--- config.mk ---
export PLATFORM = sky130hd
export DESIGN_NAME = gpio_debounce_events
export DESIGN_NICKNAME = d
export VERILOG_FILES = /design/src/rtl/gpio_cond_pkg.sv /design/src/rtl/gpio_evt_fifo.sv /design/src/rtl/gpio_debounce_events.sv
export SDC_FILE = /design/constraint.sdc
export NUM_CORES = 1
export LEC_CHECK = 0
export CAP_MARGIN = 20
export CORE_UTILIZATION = 50
export CTS_CLUSTER_DIAMETER = 50
export DETAILED_ROUTE_END_ITERATION = 10
export HOLD_SLACK_MARGIN = 0.05
export PLACE_DENSITY = 0.73
export SYNTH_ARGS = -nofsm -noshare
export SYNTH_HDL_FRONTEND = slang
export SYNTH_SLANG_ARGS = --single-unit
export TNS_END_PERCENT = 20
--- constraint.sdc ---
create_clock -name clk -period 9.9 [get_ports clk]
set_input_delay 0.99 -clock clk [delete_from_list [all_inputs] [get_ports clk]]
set_output_delay 0.99 -clock clk [all_outputs]
set_load 0.02 [all_outputs]
--- src/rtl/gpio_cond_pkg.sv ---
`default_nettype none
// +----------------------------------------------------------------------+
// | gpio_cond_pkg : shared types and default constants for GPIO cond.    |
// | Revision      : 1.0                                                  |
// +----------------------------------------------------------------------+
package gpio_cond_pkg;

  localparam int c_nch_def        = 8;
  localparam int c_db_cycles_def  = 1000;
  localparam int c_fifo_depth_def = 4;

  // Code field sized for the 16-channel maximum so one event type serves every build
  localparam int c_evt_code_w     = 4;

  typedef struct packed {
    logic [c_evt_code_w-1:0] code;
    logic                    rise;
  } gpio_evt_t;

endpackage
`default_nettype wire

--- src/rtl/gpio_evt_fifo.sv ---
`default_nettype none
// +----------------------------------------------------------------------+
// | gpio_evt_fifo : show-ahead FIFO of gpio_evt_t with push/full,        |
// |                 pop/valid and occupancy count.   Revision: 1.0       |
// +----------------------------------------------------------------------+
module gpio_evt_fifo
  import gpio_cond_pkg::*;
#(
  parameter int DEPTH = c_fifo_depth_def,
  parameter int CNT_W = $clog2(DEPTH) + 1
) (
  input  logic             clk,
  input  logic             rst,
  input  logic             push,
  input  gpio_evt_t        din,
  output logic             full,
  input  logic             pop,
  output gpio_evt_t        dout,
  output logic             valid,
  output logic [CNT_W-1:0] count
);

  localparam int c_ptr_w = $clog2(DEPTH);

  gpio_evt_t          r_mem [DEPTH];
  logic [c_ptr_w-1:0] r_wr;
  logic [c_ptr_w-1:0] r_rd;
  logic [CNT_W-1:0]   r_count;
  logic               w_push;
  logic               w_pop;

  assign full   = (r_count == CNT_W'(DEPTH));
  assign valid  = (r_count != '0);
  assign count  = r_count;
  assign dout   = r_mem[r_rd];
  // A full FIFO refuses a push even when a pop frees a slot the same cycle
  assign w_push = push && !full;
  assign w_pop  = pop && valid;

  always_ff @(posedge clk or posedge rst) begin
    if (rst) begin
      r_wr    <= '0;
      r_rd    <= '0;
      r_count <= '0;
    end else begin
      if (w_push) r_wr <= r_wr + 1'b1;
      if (w_pop)  r_rd <= r_rd + 1'b1;
      case ({w_push, w_pop})
        2'b10:   r_count <= r_count + 1'b1;
        2'b01:   r_count <= r_count - 1'b1;
        default: r_count <= r_count;
      endcase
    end
  end

  always_ff @(posedge clk) begin
    if (w_push) r_mem[r_wr] <= din;
  end

endmodule
`default_nettype wire

--- src/rtl/gpio_debounce_events.sv ---
`default_nettype none
// +----------------------------------------------------------------------+
// | gpio_debounce_events : sync + debounce + edge pulses + event FIFO.   |
// | Option DEBOUNCE_BYPASS_EN removes the counters.   Revision: 1.0      |
// +----------------------------------------------------------------------+
module gpio_debounce_events
  import gpio_cond_pkg::*;
#(
  parameter int NCH        = c_nch_def,
  parameter int DB_CYCLES  = c_db_cycles_def,
  parameter int FIFO_DEPTH = c_fifo_depth_def,
  parameter int CODE_W     = $clog2(NCH)
) (
  input  logic              clk,
  input  logic              rst,
  input  logic              en,
  input  logic [NCH-1:0]    raw_in,
  output logic [NCH-1:0]    level_out,
  output logic [NCH-1:0]    rise_pulse,
  output logic [NCH-1:0]    fall_pulse,
  output logic              evt_valid,
  input  logic              evt_ready,
  output logic [CODE_W-1:0] evt_code,
  output logic              evt_rise,
  output logic              evt_overflow,
  input  logic              overflow_clr
);

  localparam int c_fcnt_w = $clog2(FIFO_DEPTH) + 1;

  logic [NCH-1:0]      r_sync1, r_sync2, r_level, r_rise, r_fall;
  logic [NCH-1:0]      r_pend, r_pdir;
  logic                r_ovf;
  logic [NCH-1:0]      w_edge, w_grant, w_take, w_lost;
  logic [CODE_W-1:0]   w_sel;
  logic                w_push, w_full, w_fvalid;
  logic [c_fcnt_w-1:0] w_count;
  gpio_evt_t           w_din, w_dout;

  always_ff @(posedge clk or posedge rst) begin
    if (rst) begin
      r_sync1 <= '0;
      r_sync2 <= '0;
    end else begin
      r_sync1 <= raw_in;
      r_sync2 <= r_sync1;
    end
  end

`ifdef DEBOUNCE_BYPASS_EN
  always_ff @(posedge clk or posedge rst) begin
    if (rst) begin
      r_level <= '0;
      r_rise  <= '0;
      r_fall  <= '0;
    end else begin
      r_rise <= '0;
      r_fall <= '0;
      if (en) begin
        r_level <= r_sync2;
        r_rise  <= r_sync2 & ~r_level;
        r_fall  <= ~r_sync2 & r_level;
      end
    end
  end
`else
  localparam int c_cnt_w = $clog2(DB_CYCLES);

  logic [c_cnt_w-1:0] r_cnt [NCH];

  always_ff @(posedge clk or posedge rst) begin
    if (rst) begin
      for (int i = 0; i < NCH; i++) r_cnt[i] <= '0;
      r_level <= '0;
      r_rise  <= '0;
      r_fall  <= '0;
    end else begin
      r_rise <= '0;
      r_fall <= '0;
      for (int i = 0; i < NCH; i++) begin
        if (!en || (r_sync2[i] == r_level[i])) begin
          r_cnt[i] <= '0;
        end else if (r_cnt[i] == c_cnt_w'(DB_CYCLES - 1)) begin
          r_cnt[i]   <= '0;
          r_level[i] <= r_sync2[i];
          r_rise[i]  <= r_sync2[i];
          r_fall[i]  <= ~r_sync2[i];
        end else begin
          r_cnt[i] <= r_cnt[i] + 1'b1;
        end
      end
    end
  end
`endif

  // Lowest pending channel wins the single push slot
  always_comb begin
    w_grant = '0;
    w_sel   = '0;
    for (int i = NCH - 1; i >= 0; i--) begin
      if (r_pend[i]) begin
        w_grant    = '0;
        w_grant[i] = 1'b1;
        w_sel      = CODE_W'(i);
      end
    end
  end

  assign w_push = (|w_grant) && !w_full;
  assign w_take = w_grant & {NCH{w_push}};
  assign w_edge = r_rise | r_fall;
  // An edge lands on an occupied slot that is not being drained this cycle
  assign w_lost = w_edge & r_pend & ~w_take;

  always_comb begin
    w_din      = '0;
    w_din.code = c_evt_code_w'(w_sel);
    w_din.rise = |(r_pdir & w_grant);
  end

  always_ff @(posedge clk or posedge rst) begin
    if (rst) begin
      r_pend <= '0;
      r_pdir <= '0;
      r_ovf  <= 1'b0;
    end else begin
      for (int i = 0; i < NCH; i++) begin
        if (w_edge[i]) begin
          r_pend[i] <= 1'b1;
          r_pdir[i] <= r_rise[i];
        end else if (w_take[i]) begin
          r_pend[i] <= 1'b0;
        end
      end
      if (|w_lost)           r_ovf <= 1'b1;
      else if (overflow_clr) r_ovf <= 1'b0;
    end
  end

  gpio_evt_fifo #(
    .DEPTH (FIFO_DEPTH),
    .CNT_W (c_fcnt_w)
  ) u_fifo (
    .clk   (clk),
    .rst   (rst),
    .push  (w_push),
    .din   (w_din),
    .full  (w_full),
    .pop   (evt_ready && w_fvalid),
    .dout  (w_dout),
    .valid (w_fvalid),
    .count (w_count)
  );

  assign level_out    = r_level;
  assign rise_pulse   = r_rise;
  assign fall_pulse   = r_fall;
  assign evt_valid    = (w_count != '0);
  assign evt_code     = w_dout.code[CODE_W-1:0];
  assign evt_rise     = w_dout.rise;
  assign evt_overflow = r_ovf;

endmodule
`default_nettype wire

==> metrics.md, run 1 <==
| Metric | Value |
|---|---|
| Status | complete, no violations |
| Largest family of logic cells by synthesized area | simple AND/OR/NAND/NOR gates |
| Clock share of power | 43.8% |
| Multiplexer share of the synthesized area | 2.90% |
| Hold slack | 0.346 ns |
| Post-route ant nets | 0 |
| Total Neg Setup Slack | 0 ns |
| Placement-stage worst setup slack | 6.99 ns |
| Final period util | 30.6% |
| Largest net degree at the start of global routing | 74 |
| Post CTS Setup Buffer Count | 0 |
| Synth Flop Type | dfrtp_1 |
| Clk buf depth | 2 |
| Seq/Total Area, Yosys | 58.8% |
| Power per standard cell area | 174 nW/um^2 |
| # IOs | 43 |
| Post-synthesis instance total | 619 |
| Total grt overflow | 0 |
| Post-route cell area | 8110 um^2 |
| Layout net count | 698 |
| P_leak | 3.44 nW |
| Syn avg cell area | 11.2 um^2 |
| Synthesized cell area | 6940 um^2 |
| Synth Area in XOR/XNOR | 9.84% |
| First-pass GRT wire length | 21800 um |
| # fillers | 1059 |
| Worst hold path type | reg2reg |
| Crit Path Class | reg2out |
| Final WL | 12300 um |
| Post-Synth Adder-Cell Area | 2.63% |
| Setup ws final | 6.87 ns |
| 1st-iter DRT viols | 237 |
| Design Power | 1.41 mW |
| Final setup viols | 0 |
| Share of layout cells above drive strength 1 | 7.16% |
| Clk_skew | 0.00814 ns |
| Clk_lat worst skew | 0.43 ns |
| Num CTS Buffers | 17 |
| RSZ-0062 raised after global routing | false |
| Antenna Cells | 0 |
| Initial Util | 51.8% |
| Yosys reg bits | 160 |
| Die area | 14400 um^2 |
| Unique masters post-synth | 48 |
| P_sw | 326 uW |
| Critical Path Sink Type | output pin |
| Gr usage total | 19.5% |
| Yosys warns | 0 |
| Mapped Nets | 646 |
| Ys async rst share | 90.0% |
| Dpl cell area | 7550 um^2 |
| CTS Hold Bufs | 0 |
| Fmax | 0.331 GHz |
| Final Hold Fails | 0 |
| Area of the multi-input gates | 2690 um^2 |
| Die Ht | 120 um |
| Max_cap viols | 0 |
| Int Power | 1.08 mW |
| CP startpoint kind | flip-flop |
| DRT Pass-1 Iters | 4 |
| Most common cell after layout, fill and taps aside | dfrtp_1 |
| RePlAce Congestion | 0.909 |
| Post-synth EDFFs | 16 |
| Net Sw Frac | 23.1% |
| Initial antenna violation count | 0 |
| Arr. time, crit path | 2.04 ns |
| HPWL Detailed | 8560 um |
| Reg2reg setup slack | 7.41 ns |
| Tmin final | 3.03 ns |
| Row count | 42 |
| Vias | 4506 |
| Comb pwr share | 6.6% |
| Post_cts resized | 0 |
| Synth Area in Simple Gates | 19.2% |
| Mean number of vias per cell | 5.24 |
| Seq pwr share | 49.6% |
| Clock Sinks | 160 |
| TritonCTS clock tree | yes |
| Routed length per instance | 14.3 um |
| Most frequent cells in the layout | dfrtp_1 (144), nor2_1 (105), nand2_1 (45), xnor2_1 (45), clkdlybuf4s50_1 (42) |
| # H-tree levels | 4 |
| Root Buffer | clkbuf_16 |
| Core ar. | 13400 um^2 |
| Peak fanout along the critical path | 6 |
| Residual DRC count | 0 |
| Number of global-route vias before repair | 4734 |
| Fin. max-slew vios | 0 |
| Compound-Gate Fraction of Synth Area | 4.18% |
| Area grow syn2layout | 16.8% |
| VDD IR-drop max | 0.0933 mV |
| CP Data Required Time | 8.91 ns |
| Clk pin slew, worst setup/hold paths | 0.06 ns |
| Register area | 4080 um^2 |
| Worst slew pin tran | 0.874 ns |
| Slew HR | 41.7% |
| Die width | 120 um |
| PortBufs | 42 |
[stage by stage]
| stage | utilization (%) | cells |
|---|---|---|
| 2_1_floorplan | - | 619 |
| 3_3_place_gp | 56.4 | 828 |
| 3_5_place_dp | 56.4 | 828 |
| 4_1_cts | 60.5 | 860 |
| 5_1_grt | 60.5 | 860 |
| 6_report | 60.5 | 860 |
[state kept, by name, summed over array words and instances (netlist names)]
register      cells
evt_overflow      1
u_fifo.r_mem     16
rise_pulse        8
r_pdir            8
r_pend            8
fall_pulse        8
r_cnt            80
u_fifo.r_wr       2
u_fifo.r_rd       2
level_out         8
r_sync1           8
u_fifo.count      3
r_sync2           8
[layer usage]
layer,track usage (%),vias to the layer above,part of all wire [%]
met5,0,-,0
met3,4.33,30,3.4
li1,-,2177,-
met4,9.77,0,2.6
met1,24.5,2214,45
met2,31.8,85,49
[path summary, 6_finish.rpt]
kind | start | to | cells after the start
worst max-delay path | u_fifo.r_rd[0]$_DFFE_PP0P_ | evt_code[0] | 2
worst min-delay path | r_sync1[0]$_DFF_PP0_ | r_sync2[0]$_DFF_PP0_ | 0
worst max register to register | r_pend[3]$_DFFE_PP0P_ | u_fifo.count[2]$_DFFE_PP0P_ | 9
worst min register to register | r_sync1[0]$_DFF_PP0_ | r_sync2[0]$_DFF_PP0_ | 0
max in group asynchronous | rst | u_fifo.r_wr[1]$_DFFE_PP0P_ | 3
min in group asynchronous | rst | r_cnt[63]$_DFF_PP0_ | 2
[cells by family (layout without fill, tap and decap cells)]
group / after synthesis / count (layout)
buf+inv: 43 / 108
xor+xnor: 78 / 78
fa+ha+maj: 14 / 14
compound gates: 40 / 40
mux: 14 / 14
simple gates: 270 / 270
flops: 160 / 160
[synth_stat cells (2+ instances only)]
cell type	n	share of area, %
o21bai_1	3	0.32
o21ai_1	4	0.29
or2_1	4	0.36
nand2_1	45	2.4
or4_4	4	0.65
a21o_1	6	0.65
buf_2	2	0.14
inv_1	33	1.8
nand3_1	23	1.7
nor3_1	33	2.4
edfxtp_1	16	6.9
nand4b_1	4	0.50
clkbuf_1	8	0.43
and4_1	2	0.25
mux4_2	4	1.3
mux2_1	8	1.3
xnor2_1	45	5.7
nand3_2	5	0.72
o32ai_1	2	0.25
and2_1	14	1.3
a211o_1	4	0.50
nor2b_1	2	0.18
a21oi_1	7	0.50
dfrtp_1	144	52
nand2b_1	5	0.45
nor2_1	105	5.7
nand4_1	16	1.4
xor2_1	33	4.2
nor2_4	4	0.65
o21ai_0	4	0.29
ha_1	13	2.3
[power groups by stage]
stage | Sequential [mW] | Combinational (mW) | Clock [mW]
2_1_floorplan | 0.703 | 0.0758 | 0
3_3_place_gp | 0.711 | 0.0878 | 0
3_5_place_dp | 0.712 | 0.0930 | 0
4_1_cts | 0.701 | 0.0938 | 0.632
5_1_grt | 0.703 | 0.106 | 0.659
6_report | 0.700 | 0.0924 | 0.618
[worst max-delay path: stages (launching register included)]
cell,delay [ns]
dfrtp_1,0.52
mux4_2,0.55
clkdlybuf4s50_1,0.55
[cell type report]
type,count,area share (%)
multi-input cells,416,33.2
repair buffers,43,5.28
inverters,33,1.59
clock inverters,12,1.47
well taps,176,2.72
clock buffers,20,5.38
flip-flops and latches,160,50.4
No activity file was read; power rests on OpenSTA's default activity.
==> run 2, diff against run 1 <==
--- a/config.mk
+++ b/config.mk
@@ -10,7 +10,7 @@
 export CTS_CLUSTER_DIAMETER = 50
 export DETAILED_ROUTE_END_ITERATION = 10
 export HOLD_SLACK_MARGIN = 0.05
-export PLACE_DENSITY = 0.73
+export PLACE_DENSITY = 0.76
 export SYNTH_ARGS = -nofsm -noshare
 export SYNTH_HDL_FRONTEND = slang
 export SYNTH_SLANG_ARGS = --single-unit
==> constraint.sdc (replaced) <==
create_clock -name clk -period 2.6 [get_ports clk]
set_input_delay 0.26 -clock clk [delete_from_list [all_inputs] [get_ports clk]]
set_output_delay 0.26 -clock clk [all_outputs]
set_load 0.02 [all_outputs]
==> metrics.md, run 2 (same netlist as run 1, synthesis figures left out) <==
| Metric | Value |
|---|---|
| Design Power | 5.65 mW |
| Total grt overflow | 0 |
| Arr. time, crit path | 2.63 ns |
| Largest register by flop count | r_cnt |
| Fmax | 0.436 GHz |
| Core ar. | 13400 um^2 |
| Initial antenna violation count | 0 |
| Placement-stage worst setup slack | 0.334 ns |
| Routed length per instance | 13.5 um |
| Clk pin slew, worst setup/hold paths | 0.06 ns |
| Final setup viols | 0 |
| Clk buf depth | 2 |
| Post_cts resized | 0 |
| RePlAce Congestion | 0.879 |
| P_leak | 3.51 nW |
| Setup ws final | 0.304 ns |
| Largest net degree at the start of global routing | 103 |
| Clk_skew | 0.00717 ns |
| Post CTS Setup Buffer Count | 0 |
| Slew HR | 64.3% |
| Most common cell after layout, fill and taps aside | dfrtp_1 |
| Die width | 120 um |
| Max FFs per register | 80 |
| Fin. max-slew vios | 0 |
| Worst slew pin tran | 0.535 ns |
| Final period util | 88.3% |
| Area of the multi-input gates | 2690 um^2 |
| CP Data Required Time | 2.93 ns |
| Post-route ant nets | 0 |
| Final WL | 11700 um |
| Global routing met3 resource utilization | 5.61% |
| Status | complete, no violations |
| Most frequent cells in the layout | dfrtp_1 (144), nor2_1 (105), nand2_1 (45), xnor2_1 (45), clkdlybuf4s50_1 (42) |
| Row count | 42 |
| Post-route cell area | 8230 um^2 |
| Clk_lat worst skew | 0.42 ns |
| GR Util met2 | 30.7% |
| Tmin final | 2.30 ns |
| Layout net count | 701 |
| Share of layout cells above drive strength 1 | 8.02% |
| GRT met1 Usage | 22.7% |
| Die Ht | 120 um |
| GRT busiest layer | met2 |
| CP startpoint kind | flip-flop |
| Max_cap viols | 0 |
| 1st-iter DRT viols | 257 |
| Residual DRC count | 0 |
| # IOs | 43 |
| Gr usage total | 18.5% |
| Final core occ | 61.4% |
| Power per standard cell area | 687 nW/um^2 |
| Root Buffer | clkbuf_16 |
| VDD IR-drop max | 0.367 mV |
| Dpl cell area | 7590 um^2 |
| Total Neg Setup Slack | 0 ns |
| Number of global-route vias before repair | 4581 |
| First-pass GRT wire length | 20600 um |
| Initial Util | 51.8% |
| Crit Path Class | reg2reg |
| Area grow syn2layout | 18.5% |
| Antenna Cells | 0 |
| Num CTS Buffers | 17 |
| Worst hold path type | in2reg |
| Register area | 4080 um^2 |
| Final Hold Fails | 0 |
| TritonCTS clock tree | yes |
| Die area | 14400 um^2 |
| Largest regs | r_cnt (80), u_fifo.r_mem (16) |
| # H-tree levels | 4 |
| RSZ-0062 raised after global routing | false |
| Mean number of vias per cell | 5.20 |
| HPWL Detailed | 8260 um |
| Reg2reg setup slack | 0.30 ns |
| Peak fanout along the critical path | 7 |
| Critical Path Sink Type | flip-flop |
| # fillers | 1050 |
| Clock Sinks | 160 |
| CTS Hold Bufs | 0 |
| DRT Pass-1 Iters | 5 |
| Vias | 4479 |
| PortBufs | 42 |
-- run 2: cell count changes in the layout (fill, tap and decap cells not counted), sizes merged --
cell	delta
buf	+3
bufinv	+2
clkinv	-2
clkbuf	+1
clkinvlp	-1
inv	-1
-- run 2: area by class of cell --
cell class	instances	share of cell area, %
flip-flops and latches	160	49.7
multi-input cells	416	32.7
clock buffers	21	5.86
repair buffers	46	5.63
well taps	176	2.68
clock inverters	10	1.90
inverters	33	1.55
-- run 2: path summary, 6_finish.rpt --
check                                               to  depth (start not counted)                   from
max reg2reg                u_fifo.count[2]$_DFFE_PP0P_                          9  r_pend[3]$_DFFE_PP0P_
min in group asynchronous          r_cnt[73]$_DFF_PP0_                          3                    rst
min                               r_sync1[3]$_DFF_PP0_                          1              raw_in[3]
max in group asynchronous          r_cnt[32]$_DFF_PP0_                          3                    rst
max                        u_fifo.count[2]$_DFFE_PP0P_                          9  r_pend[3]$_DFFE_PP0P_
min reg2reg                       r_sync2[2]$_DFF_PP0_                          0   r_sync1[2]$_DFF_PP0_
-- run 2: per-stage QoR --
| step | cells | hold WS (ns) |
|---|---|---|
| after floorplan | 619 | 0.291 |
| after global placement | 831 | 0.333 |
| after detailed placement | 831 | 0.342 |
| after CTS | 862 | 0.254 |
| after global routing | 862 | 0.254 |
| final | 862 | 0.275 |
-- run 2: worst max-delay path: stages, from the launching register on --
cell and delay [ns]:
dfrtp_1 0.48, nor4_4 0.38, a31oi_4 0.18, inv_1 0.09
ha_1 0.18, inv_1 0.06, fa_1 0.38, xor2_1 0.15
nor2_1 0.13, xor2_1 0.19
-- run 2: report_power, final --
group	total, mW	leakage [nW]	switching [mW]	internal, mW
logic	0.355	1.13	0.208	0.147
registers	2.67	2.07	0.0782	2.59
clock network	2.63	0.314	0.924	1.70
-- run 2: routing by layer --
metal	routed length [um]	part of all wire, %
met3	451	3.9
met1	5250	45
met4	187	1.6
met5	0	0
met2	5780	49
